<file path="src/rtl/jtag_bridge_pkg.sv">
// Shared encodings for the JTAG command bridge: opcodes, cmd/resp field
// positions and the executor state type.
package jtag_bridge_pkg;

    localparam logic [1:0] OP_NOP     = 2'b00;
    localparam logic [1:0] OP_SETADDR = 2'b01;
    localparam logic [1:0] OP_WRITE   = 2'b10;
    localparam logic [1:0] OP_READ    = 2'b11;

    localparam int CMD_OP_HI    = 63;
    localparam int CMD_OP_LO    = 62;
    localparam int CMD_ADDR_LO  = 32;
    localparam int CMD_DATA_HI  = 31;
    localparam int CMD_CLR_BIT  = 0;

    localparam int RESP_BUSY_BIT = 63;
    localparam int RESP_ERR_BIT  = 62;
    localparam int RESP_PTR_HI   = 61;
    localparam int RESP_PTR_LO   = 32;
    localparam int PTR_FIELD_W   = RESP_PTR_HI - RESP_PTR_LO + 1;

    typedef enum logic {
        IDLE = 1'b0,
        BUS  = 1'b1
    } state_t;

endpackage

</file>
<file path="src/rtl/jtag_bus_bridge.sv">
// Executes JTAG-delivered peek/poke commands on a req/ack memory bus with an
// auto-incrementing word pointer and a sticky error flag.
module jtag_bus_bridge
    import jtag_bridge_pkg::*;
#(
    parameter int ADDR_BITS = 30,
    parameter int TIMEOUT   = 255
) (
    input  logic                 sysclk,
    input  logic                 reset_n,
    input  logic [63:0]          cmd,
    input  logic                 cmd_stb,
    output logic [63:0]          resp,
    output logic                 bus_req,
    output logic                 bus_we,
    output logic [ADDR_BITS-1:0] bus_addr,
    output logic [31:0]          bus_wdata,
    input  logic [31:0]          bus_rdata,
    input  logic                 bus_ack
);

    state_t                state, state_d;
    logic [ADDR_BITS-1:0]  ptr, ptr_d;
    logic [31:0]           rdata_q, rdata_d;
    logic                  err, err_d;
    logic                  we_d;
    logic [ADDR_BITS-1:0]  addr_d;
    logic [31:0]           wdata_d;
    logic [15:0]           tmo_cnt, tmo_cnt_d;
    logic [1:0]            op;
    logic [PTR_FIELD_W-1:0] ptr_ext;

    assign op      = cmd[CMD_OP_HI:CMD_OP_LO];
    assign bus_req = (state == BUS);

    always_comb begin
        ptr_ext                = '0;
        ptr_ext[ADDR_BITS-1:0] = ptr;
    end

    assign resp = {bus_req, err, ptr_ext, rdata_q};

    always_comb begin
        state_d   = state;
        ptr_d     = ptr;
        rdata_d   = rdata_q;
        err_d     = err;
        we_d      = bus_we;
        addr_d    = bus_addr;
        wdata_d   = bus_wdata;
        tmo_cnt_d = tmo_cnt;
        case (state)
            IDLE: begin
                if (cmd_stb) begin
                    case (op)
                        OP_NOP: begin
                            if (cmd[CMD_CLR_BIT]) err_d = 1'b0;
                        end
                        OP_SETADDR: begin
                            ptr_d = cmd[CMD_ADDR_LO +: ADDR_BITS];
                        end
                        default: begin
                            we_d      = (op == OP_WRITE);
                            addr_d    = ptr;
                            wdata_d   = cmd[CMD_DATA_HI:0];
                            tmo_cnt_d = 16'(TIMEOUT - 1);
                            state_d   = BUS;
                        end
                    endcase
                end
            end
            BUS: begin
                // Any strobe here is an overrun and is dropped; an ack still
                // beats a simultaneous timeout expiry.
                if (cmd_stb) err_d = 1'b1;
                if (bus_ack) begin
                    state_d = IDLE;
                    ptr_d   = ptr + ADDR_BITS'(1);
                    if (!bus_we) rdata_d = bus_rdata;
                end else if (tmo_cnt == 16'd0) begin
                    state_d = IDLE;
                    err_d   = 1'b1;
                end else begin
                    tmo_cnt_d = tmo_cnt - 16'd1;
                end
            end
            default: state_d = IDLE;
        endcase
    end

    always_ff @(posedge sysclk) begin
        if (!reset_n) begin
            state     <= IDLE;
            ptr       <= '0;
            rdata_q   <= '0;
            err       <= 1'b0;
            bus_we    <= 1'b0;
            bus_addr  <= '0;
            bus_wdata <= '0;
            tmo_cnt   <= '0;
        end else begin
            state     <= state_d;
            ptr       <= ptr_d;
            rdata_q   <= rdata_d;
            err       <= err_d;
            bus_we    <= we_d;
            bus_addr  <= addr_d;
            bus_wdata <= wdata_d;
            tmo_cnt   <= tmo_cnt_d;
        end
    end

endmodule

</file>
<file path="config.mk">
export PLATFORM = sky130hd
export DESIGN_NAME = jtag_bus_bridge
export DESIGN_NICKNAME = d
export VERILOG_FILES = /design/src/rtl/jtag_bridge_pkg.sv /design/src/rtl/jtag_bus_bridge.sv
export SDC_FILE = /design/constraint.sdc
export NUM_CORES = 1
export LEC_CHECK = 0
export CORE_ASPECT_RATIO = 0.8
export CORE_UTILIZATION = 44
export DETAILED_ROUTE_END_ITERATION = 8
export PLACE_DENSITY = 0.8
export SLEW_MARGIN = 20
export SYNTH_ARGS = -nofsm -noshare
export SYNTH_HDL_FRONTEND = slang
export SYNTH_SLANG_ARGS = --single-unit
</file>
<file path="constraint.sdc">
create_clock -name sysclk -period 3.06 [get_ports sysclk]
set_clock_uncertainty 0.2 [all_clocks]
set_input_delay 0.306 -clock sysclk [delete_from_list [all_inputs] [get_ports sysclk]]
set_output_delay 0.306 -clock sysclk [all_outputs]
set_load 0.03 [all_outputs]
</file>
==> flow_summary.json, run 1 <==
{
  "vias": 6333,
  "syn_nets": 887,
  "synth-main-ff-cell": "dfxtp_1",
  "hold_viol": 0,
  "drt_first_pass_iters": 5,
  "worstMarginPinSlew_ps": 1030,
  "start_util": 0.449,
  "grt_pass1_vias": 5818,
  "crit_fanout": 19,
  "grt_pass1_wl_um": 29600,
  "synth_edf_count": 0,
  "drv_cap": 0,
  "grtUsageTotal": 0.262,
  "clk-insertion-delay-late_ps": 410,
  "setup_viol": 0,
  "cp-end-kind": "flip-flop",
  "numCtsBuffers": 17,
  "drt-wirelength-per-cell_um": 15.8,
  "num_rows": 38,
  "hold_depth": 3,
  "crit_type": "reg2reg",
  "reg2reg_depth": 5,
  "yosysMostFrequentCell": "nand2_1",
  "core_um2": 13600,
  "start_kind": "flip-flop",
  "crit_arrival_ps": 2440,
  "hpwl_um": 12700,
  "netlist.area_leader.share": 0.470,
  "h-tree-depth": 4,
  "finalSetupTns_ps": 0,
  "cts_tree": "yes",
  "io_buffers": 227,
  "min_path_type": "in2reg",
  "power_frac_seq": 0.412,
  "ys_ff_latch": 143,
  "avgSynthCellArea_um2": 7.76,
  "drt_iter0_drc": 508,
  "power.density_nw_per_um2": 533,
  "finalCriticalPeriod_ps": 2370,
  "synth_common_cells": "224 x nand2_1, 143 x dfxtp_1, 122 x a21oi_1, 46 x clkbuf_1, 36 x nor2_1",
  "combinationalPowerShare": 0.138,
  "syn_to_final_growth_pct": 49.7,
  "swShare": 0.251,
  "root_buffer": "clkbuf_16",
  "antenna_found_initial": 0,
  "max_freq_ghz": 0.421,
  "synth_area_leaders": "dfxtp_1 47%, nand2_1 14%, a21oi_1 10%, clkbuf_1 2.8%, nor2_1 2.2%",
  "status": "complete, no violations",
  "gr-total-overflow": 0,
  "nets": 1092,
  "dieWidth_um": 134,
  "clockBufferDepth": 2,
  "syn_inst": 785,
  "die_h_um": 107,
  "rsz0062_at_grt": "false",
  "clkTransAtPathRegs_ps": 60,
  "post-cts-setup-buffers": 0,
  "ios": 228,
  "gp_congestion": 0.904,
  "dieArea_um2": 14300,
  "yosysTopAreaCell": "dfxtp_1",
  "n_antenna_cell": 0,
  "intPower_w": 0.00364,
  "async_flop_share": 0,
  "irDropWorstVdd_mv": 0.374,
  "ctsResizeCount": 0,
  "timing.rr.end": "tmo_cnt[1]",
  "final_util": 0.673,
  "clock-sinks": 143,
  "max_slew_margin": 0.316,
  "synth-seq-area-share": 0.470,
  "min-delay-start": "bus_rdata[22]",
  "drc": 0,
  "p_sw_w": 0.00122,
  "finalCritPeriodShare": 0.776,
  "hold_buffers": 0,
  "syn_area_um2": 6090,
  "p_clk_frac": 0.450,
  "rrSetupSlack_ps": 690,
  "drive_gt1_frac": 0.0599,
  "routed_wl_um": 18600,
  "grt_max_degree": 58,
  "min_to": "rdata_q[22]",
  "cp.required_ps": 3130,
  "vias_per_cell": 5.36,
  "worstReg2RegStart": "tmo_cnt[6]",
  "ant_nets": 0,
  "ys_warn_count": 0,
  "drv_slew": 0,
  "synth_cell_types": 56,
  "leakage_nw": 3.14
}
[cell usage in the layout, fill, tap and decap left out, types with 3 or more instances in the layout]
master	instances
a211oi_1	8
a21oi_1	121
a311oi_1	5
a31oi_1	11
and2_1	3
and3_1	11
buf_4	16
bufinv_16	4
clkbuf_16	17
clkdlybuf4s50_1	227
clkinv_2	3
clkinv_4	3
dfxtp_1	143
inv_1	8
mux2_1	4
mux2i_1	7
nand2_1	224
nand3_1	23
nand3b_1	4
nand4_1	6
nand4b_1	3
nor2_1	35
nor2b_1	6
nor3_1	15
nor4_1	7
o21ai_0	13
o21ai_1	5
o22ai_1	7
or3_1	9
xor2_1	10
[critical path, stage by stage (launching register included)]
cell      delay [ps]
dfxtp_1          340
or4_4            580
or4_4            680
nor3b_4          220
nor3_1           140
a211oi_1          70
[final cells by class]
| type | count | area, um^2 |
|---|---|---|
| fillers | 1179 | 4430 |
| well taps | 180 | 225 |
| clock buffers | 21 | 460 |
| flip-flops and latches | 143 | 2860 |
| inverters | 10 | 40.0 |
| repair buffers | 244 | 2410 |
| clock inverters | 10 | 161 |
| multi-input cells | 574 | 2950 |
[cells by family after synthesis]
family                   after synthesis  synth area share
adder cells (fa/ha/maj)                2           0.00411
buffers and inverters                 68            0.0481
multiplexers                          11            0.0189
AO/OA/AOI/OAI                        185             0.170
XOR/XNOR                              10            0.0144
AND/OR/NAND/NOR                      366             0.275
flip-flops                           143             0.470
[routing by layer]
metal  up-vias  part of all wire  GRT usage
met1      2908              0.43      0.336
met5         -                 0          0
li1       3111                 -          -
met3        33             0.088     0.0719
met2       281              0.46      0.414
met4         0             0.019      0.108
[metrics by stage]
step                      hold slack [ps]  power [W]  worst slack (ps)  area, um^2  std cells
after detailed placement              246    0.00270               557        8490       1151
after CTS                             226    0.00488               681        9120       1182
after floorplan                       202    0.00239               747        6090        785
final                                 234    0.00486               686        9120       1182
after global placement                241    0.00270               566        8490       1151
after global routing                  236    0.00503               565        9120       1182
[worst max path at each step]
| stage | start | to | slack, ps | cells after the start |
|---|---|---|---|---|
| 2_1_floorplan | ptr[4] | ptr[19] | 750 | 5 |
| 3_3_place_gp | bus_ack | tmo_cnt[7] | 570 | 7 |
| 3_5_place_dp | bus_ack | tmo_cnt[9] | 560 | 7 |
| 4_1_cts | tmo_cnt[6] | tmo_cnt[1] | 680 | 5 |
| 5_1_grt | tmo_cnt[2] | tmo_cnt[1] | 570 | 5 |
| 6_report | tmo_cnt[6] | tmo_cnt[1] | 690 | 5 |
[power groups by stage]
stage | Combinational, W | Clock [W] | Sequential (W)
after floorplan | 0.000257 | 0 | 0.00213
after global placement | 0.000661 | 0 | 0.00204
after detailed placement | 0.000665 | 0 | 0.00204
after CTS | 0.000671 | 0.00221 | 0.00200
after global routing | 0.000721 | 0.00230 | 0.00201
final | 0.000670 | 0.00219 | 0.00200
[registers in the layout, summed over array words and instances (netlist names)]
register and count:
bus_addr 30, bus_req 1, bus_wdata 32, bus_we 1, err 1, ptr 30, rdata_q 32, tmo_cnt 16
Note: power is estimated with default switching activity, not from simulation.
==> run 2: changes to the inputs <==
--- a/config.mk
+++ b/config.mk
@@ -6,9 +6,9 @@
 export NUM_CORES = 1
 export LEC_CHECK = 0
 export CORE_ASPECT_RATIO = 0.8
-export CORE_UTILIZATION = 44
+export CORE_UTILIZATION = 40
 export DETAILED_ROUTE_END_ITERATION = 8
-export PLACE_DENSITY = 0.8
+export PLACE_DENSITY = 0.76
 export SLEW_MARGIN = 20
 export SYNTH_ARGS = -nofsm -noshare
 export SYNTH_HDL_FRONTEND = slang
==> constraint.sdc (replaced) <==
create_clock -name sysclk -period 1.9 [get_ports sysclk]
set_clock_uncertainty 0.2 [all_clocks]
set_input_delay 0.19 -clock sysclk [delete_from_list [all_inputs] [get_ports sysclk]]
set_output_delay 0.19 -clock sysclk [all_outputs]
set_load 0.03 [all_outputs]
==> flow_summary.json, run 2 (same netlist as run 1, synthesis figures left out) <==
{
  "path_buf_inv": 2,
  "p_total_w": 0.00797,
  "crit_slowest_cell": "or4_4",
  "dieWidth_um": 140,
  "drv_cap": 0,
  "crit_path_max_incr_delay_ps": 600,
  "io_buffers": 227,
  "drc": 0,
  "violations": "setup timing",
  "grt_max_degree": 47,
  "hold_viol": 0,
  "antenna_found_initial": 0,
  "clkTransAtPathRegs_ps": 60,
  "drt_first_pass_iters": 6,
  "routed_wl_um": 20700,
  "core_um2": 14600,
  "drt-wirelength-per-cell_um": 16.2,
  "gp_congestion": 0.869,
  "leakage_nw": 3.87,
  "vias_per_cell": 5.27,
  "placed_cell_area_um2": 9260,
  "finalNonFillerCells": 1278,
  "fill_cells": 1201,
  "final_common_cell": "nand2_1",
  "rsz0062_at_grt": "true",
  "finalCriticalPeriod_ps": 2230,
  "crit_start": "tmo_cnt[0]",
  "h-tree-depth": 4,
  "finalCritPeriodShare": 1.18,
  "worstMarginPinSlew_ps": 509,
  "crit_family": "simple AND/OR/NAND/NOR gates",
  "fin_area_um2": 10200,
  "cp-end-kind": "flip-flop",
  "grt_pass1_wl_um": 32200,
  "max_slew_margin": 0.658,
  "clock-sinks": 143,
  "drive_gt1_frac": 0.199,
  "crit_type": "reg2reg",
  "n_antenna_cell": 0,
  "dp_cells": 1236,
  "hpwl_um": 14100,
  "multi_input_area_um2": 3230,
  "cts_tree": "yes",
  "regArea_um2": 2910,
  "min_path_type": "in2reg",
  "clk-insertion-delay-late_ps": 420,
  "vias": 6733,
  "crit_chain": "inv_2 -> ha_4 -> or3b_4 -> or4_4 -> buf_4 -> a211oi_2 -> a311oi_1",
  "worstReg2RegStart": "tmo_cnt[0]",
  "ios": 228,
  "crit_fanout": 8,
  "reg_top3": "bus_wdata x32, rdata_q x32",
  "setup_ws_ps": -333,
  "min-delay-start": "cmd[8]",
  "syn_to_final_growth_pct": 67.1,
  "nets": 1183,
  "gr-total-overflow": 0,
  "status": "finished, violations left",
  "max_freq_ghz": 0.448,
  "dieArea_um2": 15700,
  "cp.required_ps": 2000,
  "crit_arrival_ps": 2330,
  "hold_buffers": 0,
  "clockBufferDepth": 2,
  "setup_viol": 19,
  "drv_slew": 0,
  "die_h_um": 112,
  "irDropWorstVdd_mv": 0.746,
  "start_kind": "flip-flop",
  "numCtsBuffers": 17,
  "finalSetupTns_ps": -4820,
  "ant_nets": 0,
  "start_util": 0.417,
  "root_buffer": "clkbuf_16",
  "power.density_nw_per_um2": 783,
  "mostFrequentLayoutCells": "222 x nand2_1, 192 x clkdlybuf4s50_1, 121 x a21oi_1",
  "drt_iter0_drc": 472,
  "grt_pass1_vias": 6381,
  "grtUsageTotal": 0.259,
  "num_rows": 39
}
-- run 2: cell type report --
cell class,instances,share of cell area
clock inverters,13,0.0159
repair buffers,334,0.310
inverters,10,0.00418
clock buffers,19,0.0445
well taps,184,0.0226
flip-flops and latches,143,0.286
multi-input cells,575,0.317
-- run 2: metal layers --
layer | vias to the layer above | routed length, um | global-route usage
li1 | 3288 | - | -
met1 | 3120 | 8910 | 0.331
met2 | 297 | 9760 | 0.423
met3 | 28 | 1680 | 0.0683
met4 | 0 | 345 | 0.0864
met5 | - | 0 | 0
-- run 2: timing repair --
action / in CTS / in global routing
gates cloned: 1 / 1
pin swaps: 8 / 14
endpoints found under the setup margin: 56 / 52
buffers inserted: 2 / 6
resized for setup: 43 / 44
-- run 2: path summary, 6_finish.rpt --
kind | slack [ps] | depth (start not counted) | end
worst max-delay path | -330 | 7 | tmo_cnt[3]
worst min-delay path | 120 | 3 | bus_wdata[8]
worst max register to register | -330 | 7 | tmo_cnt[3]
worst min register to register | 250 | 2 | bus_wdata[20]
-- run 2: worst min-delay path: stages --
cell             delay [ps]
clkdlybuf4s50_1         390
nand2_1                  50
a21oi_1                  50
-- run 2: report_power, final --
part | internal [W] | switching [W]
Clock | 0.00214 | 0.00132
Sequential | 0.00311 | 0.0000728
Combinational | 0.000629 | 0.000698
Total | 0.00588 | 0.00209
-- run 2: metrics by stage --
| stage | hold WS [ps] | util | worst slack (ps) |
|---|---|---|---|
| 6_report | 117 | 0.697 | -333 |
| 5_1_grt | 113 | 0.697 | -378 |
| 4_1_cts | 103 | 0.679 | -313 |
| 3_5_place_dp | 246 | 0.635 | -427 |
| 3_3_place_gp | 241 | 0.635 | -352 |
| 2_1_floorplan | 86.4 | - | -303 |
==> run 3: changes to the inputs <==
--- a/config.mk
+++ b/config.mk
@@ -9,6 +9,8 @@
 export CORE_UTILIZATION = 40
 export DETAILED_ROUTE_END_ITERATION = 8
 export PLACE_DENSITY = 0.76
+export RECOVER_POWER = 100
+export SETUP_SLACK_MARGIN = 0.15
 export SLEW_MARGIN = 20
 export SYNTH_ARGS = -nofsm -noshare
 export SYNTH_HDL_FRONTEND = slang
==> flow_summary.json, run 3 (same netlist as run 1, synthesis figures left out) <==
{
  "swShare": 0.287,
  "min_to": "bus_wdata[28]",
  "grt_pass1_vias": 6797,
  "drt_first_pass_iters": 5,
  "clockBufferDepth": 2,
  "drt-wirelength-per-cell_um": 20.0,
  "violations": "setup timing",
  "syn_to_final_growth_pct": 81.9,
  "crit_fanout": 8,
  "multi_input_area_um2": 3750,
  "start_kind": "flip-flop",
  "power.density_nw_per_um2": 736,
  "rsz0062_at_grt": "true",
  "vias": 7389,
  "gr-total-overflow": 0,
  "crit_chain": "or4_4 -> or4_4 -> nor3b_4 -> a211oi_1",
  "timing.rr.end": "tmo_cnt[1]",
  "crit_family": "simple AND/OR/NAND/NOR gates",
  "combinationalPowerShare": 0.185,
  "dp_cells": 1244,
  "numCtsBuffers": 17,
  "dieArea_um2": 15700,
  "ant_nets": 0,
  "intPower_w": 0.00582,
  "min_path_type": "in2reg",
  "h-tree-depth": 4,
  "drv_cap": 0,
  "reg2reg_depth": 4,
  "grtUsageTotal": 0.288,
  "start_util": 0.417,
  "placed_cell_area_um2": 9450,
  "cts_tree": "yes",
  "core_um2": 14600,
  "regArea_um2": 2910,
  "worstMarginPinSlew_ps": 443,
  "fin_area_um2": 11100,
  "ios": 228,
  "max_freq_ghz": 0.443,
  "crit_type": "reg2reg",
  "crit_slowest_cell": "or4_4",
  "crit_top_cell": "or4_4",
  "nets": 1228,
  "clock-sinks": 143,
  "finalCriticalPeriod_ps": 2260,
  "dieWidth_um": 140,
  "leakage_nw": 4.78,
  "die_h_um": 112,
  "mostFrequentLayoutCells": "190 x nand2_1, 125 x dfxtp_1, 114 x dlygate4sd2_1",
  "antenna_found_initial": 1,
  "cp-end-kind": "flip-flop",
  "irDropWorstVdd_mv": 0.633,
  "drv_slew": 0,
  "drt_iter0_drc": 508,
  "power_frac_seq": 0.390,
  "p_clk_frac": 0.425,
  "setup_viol": 100,
  "fill_cells": 1038,
  "final_common_cell": "nand2_1",
  "io_buffers": 227,
  "p_sw_w": 0.00234,
  "min-delay-start": "cmd[28]",
  "routed_wl_um": 26500,
  "vias_per_cell": 5.59,
  "root_buffer": "clkbuf_16",
  "hold_depth": 3,
  "n_antenna_cell": 0,
  "p_total_w": 0.00816,
  "gp_congestion": 0.899,
  "crit_arrival_ps": 2390,
  "finalCritPeriodShare": 1.19,
  "crit_path_max_incr_delay_ps": 630,
  "setup_ws_ps": -358,
  "clkTransAtPathRegs_ps": 60,
  "worstReg2RegStart": "tmo_cnt[9]",
  "hold_viol": 0,
  "status": "finished, violations left",
  "hpwl_um": 15000,
  "grt_pass1_wl_um": 35300,
  "cp.required_ps": 2030,
  "whs_ps": 103,
  "finalNonFillerCells": 1323,
  "clk-insertion-delay-late_ps": 430,
  "max_slew_margin": 0.704,
  "path_buf_inv": 0,
  "reg_top3": "bus_wdata x32, rdata_q x32",
  "drive_gt1_frac": 0.298,
  "drc": 0,
  "num_rows": 39,
  "grt_max_degree": 46,
  "rrSetupSlack_ps": -360
}
-- run 3: cell count changes in the layout (fill, tap and decap cells not counted), sizes merged, moves of 2 or more --
cell / delta
buf: +28
clkbuf: +22
clkdlybuf4s25: +6
clkdlybuf4s50: -93
clkinv: +2
dlygate4sd2: +82
-- run 3: how the worst max path moves through the flow --
stage,start,end,slack (ps),depth (start not counted)
after global routing,tmo_cnt[0],tmo_cnt[11],-420,7
after floorplan,tmo_cnt[1],tmo_cnt[14],-300,9
after detailed placement,tmo_cnt[0],tmo_cnt[4],-400,7
after global placement,tmo_cnt[1],tmo_cnt[3],-370,7
final,tmo_cnt[9],tmo_cnt[1],-360,4
after CTS,tmo_cnt[9],tmo_cnt[1],-310,5
-- run 3: per-stage QoR --
stage                     worst slack, ps   util  setup TNS, ps
after global routing                 -421  0.759         -16940
after CTS                            -314  0.710          -4470
after global placement               -370  0.648         -16640
final                                -358  0.759         -10350
after floorplan                      -303      -          -4570
after detailed placement             -398  0.648         -17190
-- run 3: layout make-up --
cell class / instances / share of cell area
Clock buffer: 18 / 0.0407
Clock inverter: 14 / 0.0142
Inverter: 10 / 0.00474
Multi-Input combinational cell: 575 / 0.339
Sequential cell: 143 / 0.263
Tap cell: 184 / 0.0208
Timing Repair Buffer: 378 / 0.317
Timing Repair inverter: 1 / 0.000791
-- run 3: tightest hold or removal path: stages --
cell and delay (ps):
clkdlybuf4s50_1 400, nand2_1 50, a21oi_1 50
-- run 3: power groups by stage --
stage          registers (W)  logic, W  clock network [W]
6_report             0.00318   0.00151            0.00347
5_1_grt              0.00319   0.00159            0.00365
4_1_cts              0.00317   0.00133            0.00347
3_5_place_dp         0.00324   0.00131                  0
3_3_place_gp         0.00323   0.00130                  0
2_1_floorplan        0.00344  0.000439                  0
-- run 3: what timing repair did --
item | in CTS | in global routing
setup endpoints to repair | 215 | 107
hold endpoints to repair | 0 | 0
resized for setup | 203 | 161
hold buffers | 0 | 0
setup buffers | 15 | 20
gates cloned | 4 | 8
pin swaps | 34 | 80
-- run 3: per-layer routing --
metal	wire, um	up-vias	GRT usage
li1	-	3393	-
met1	10100	3509	0.346
met2	12800	413	0.470
met3	2780	72	0.110
met4	838	2	0.103
met5	13	-	0
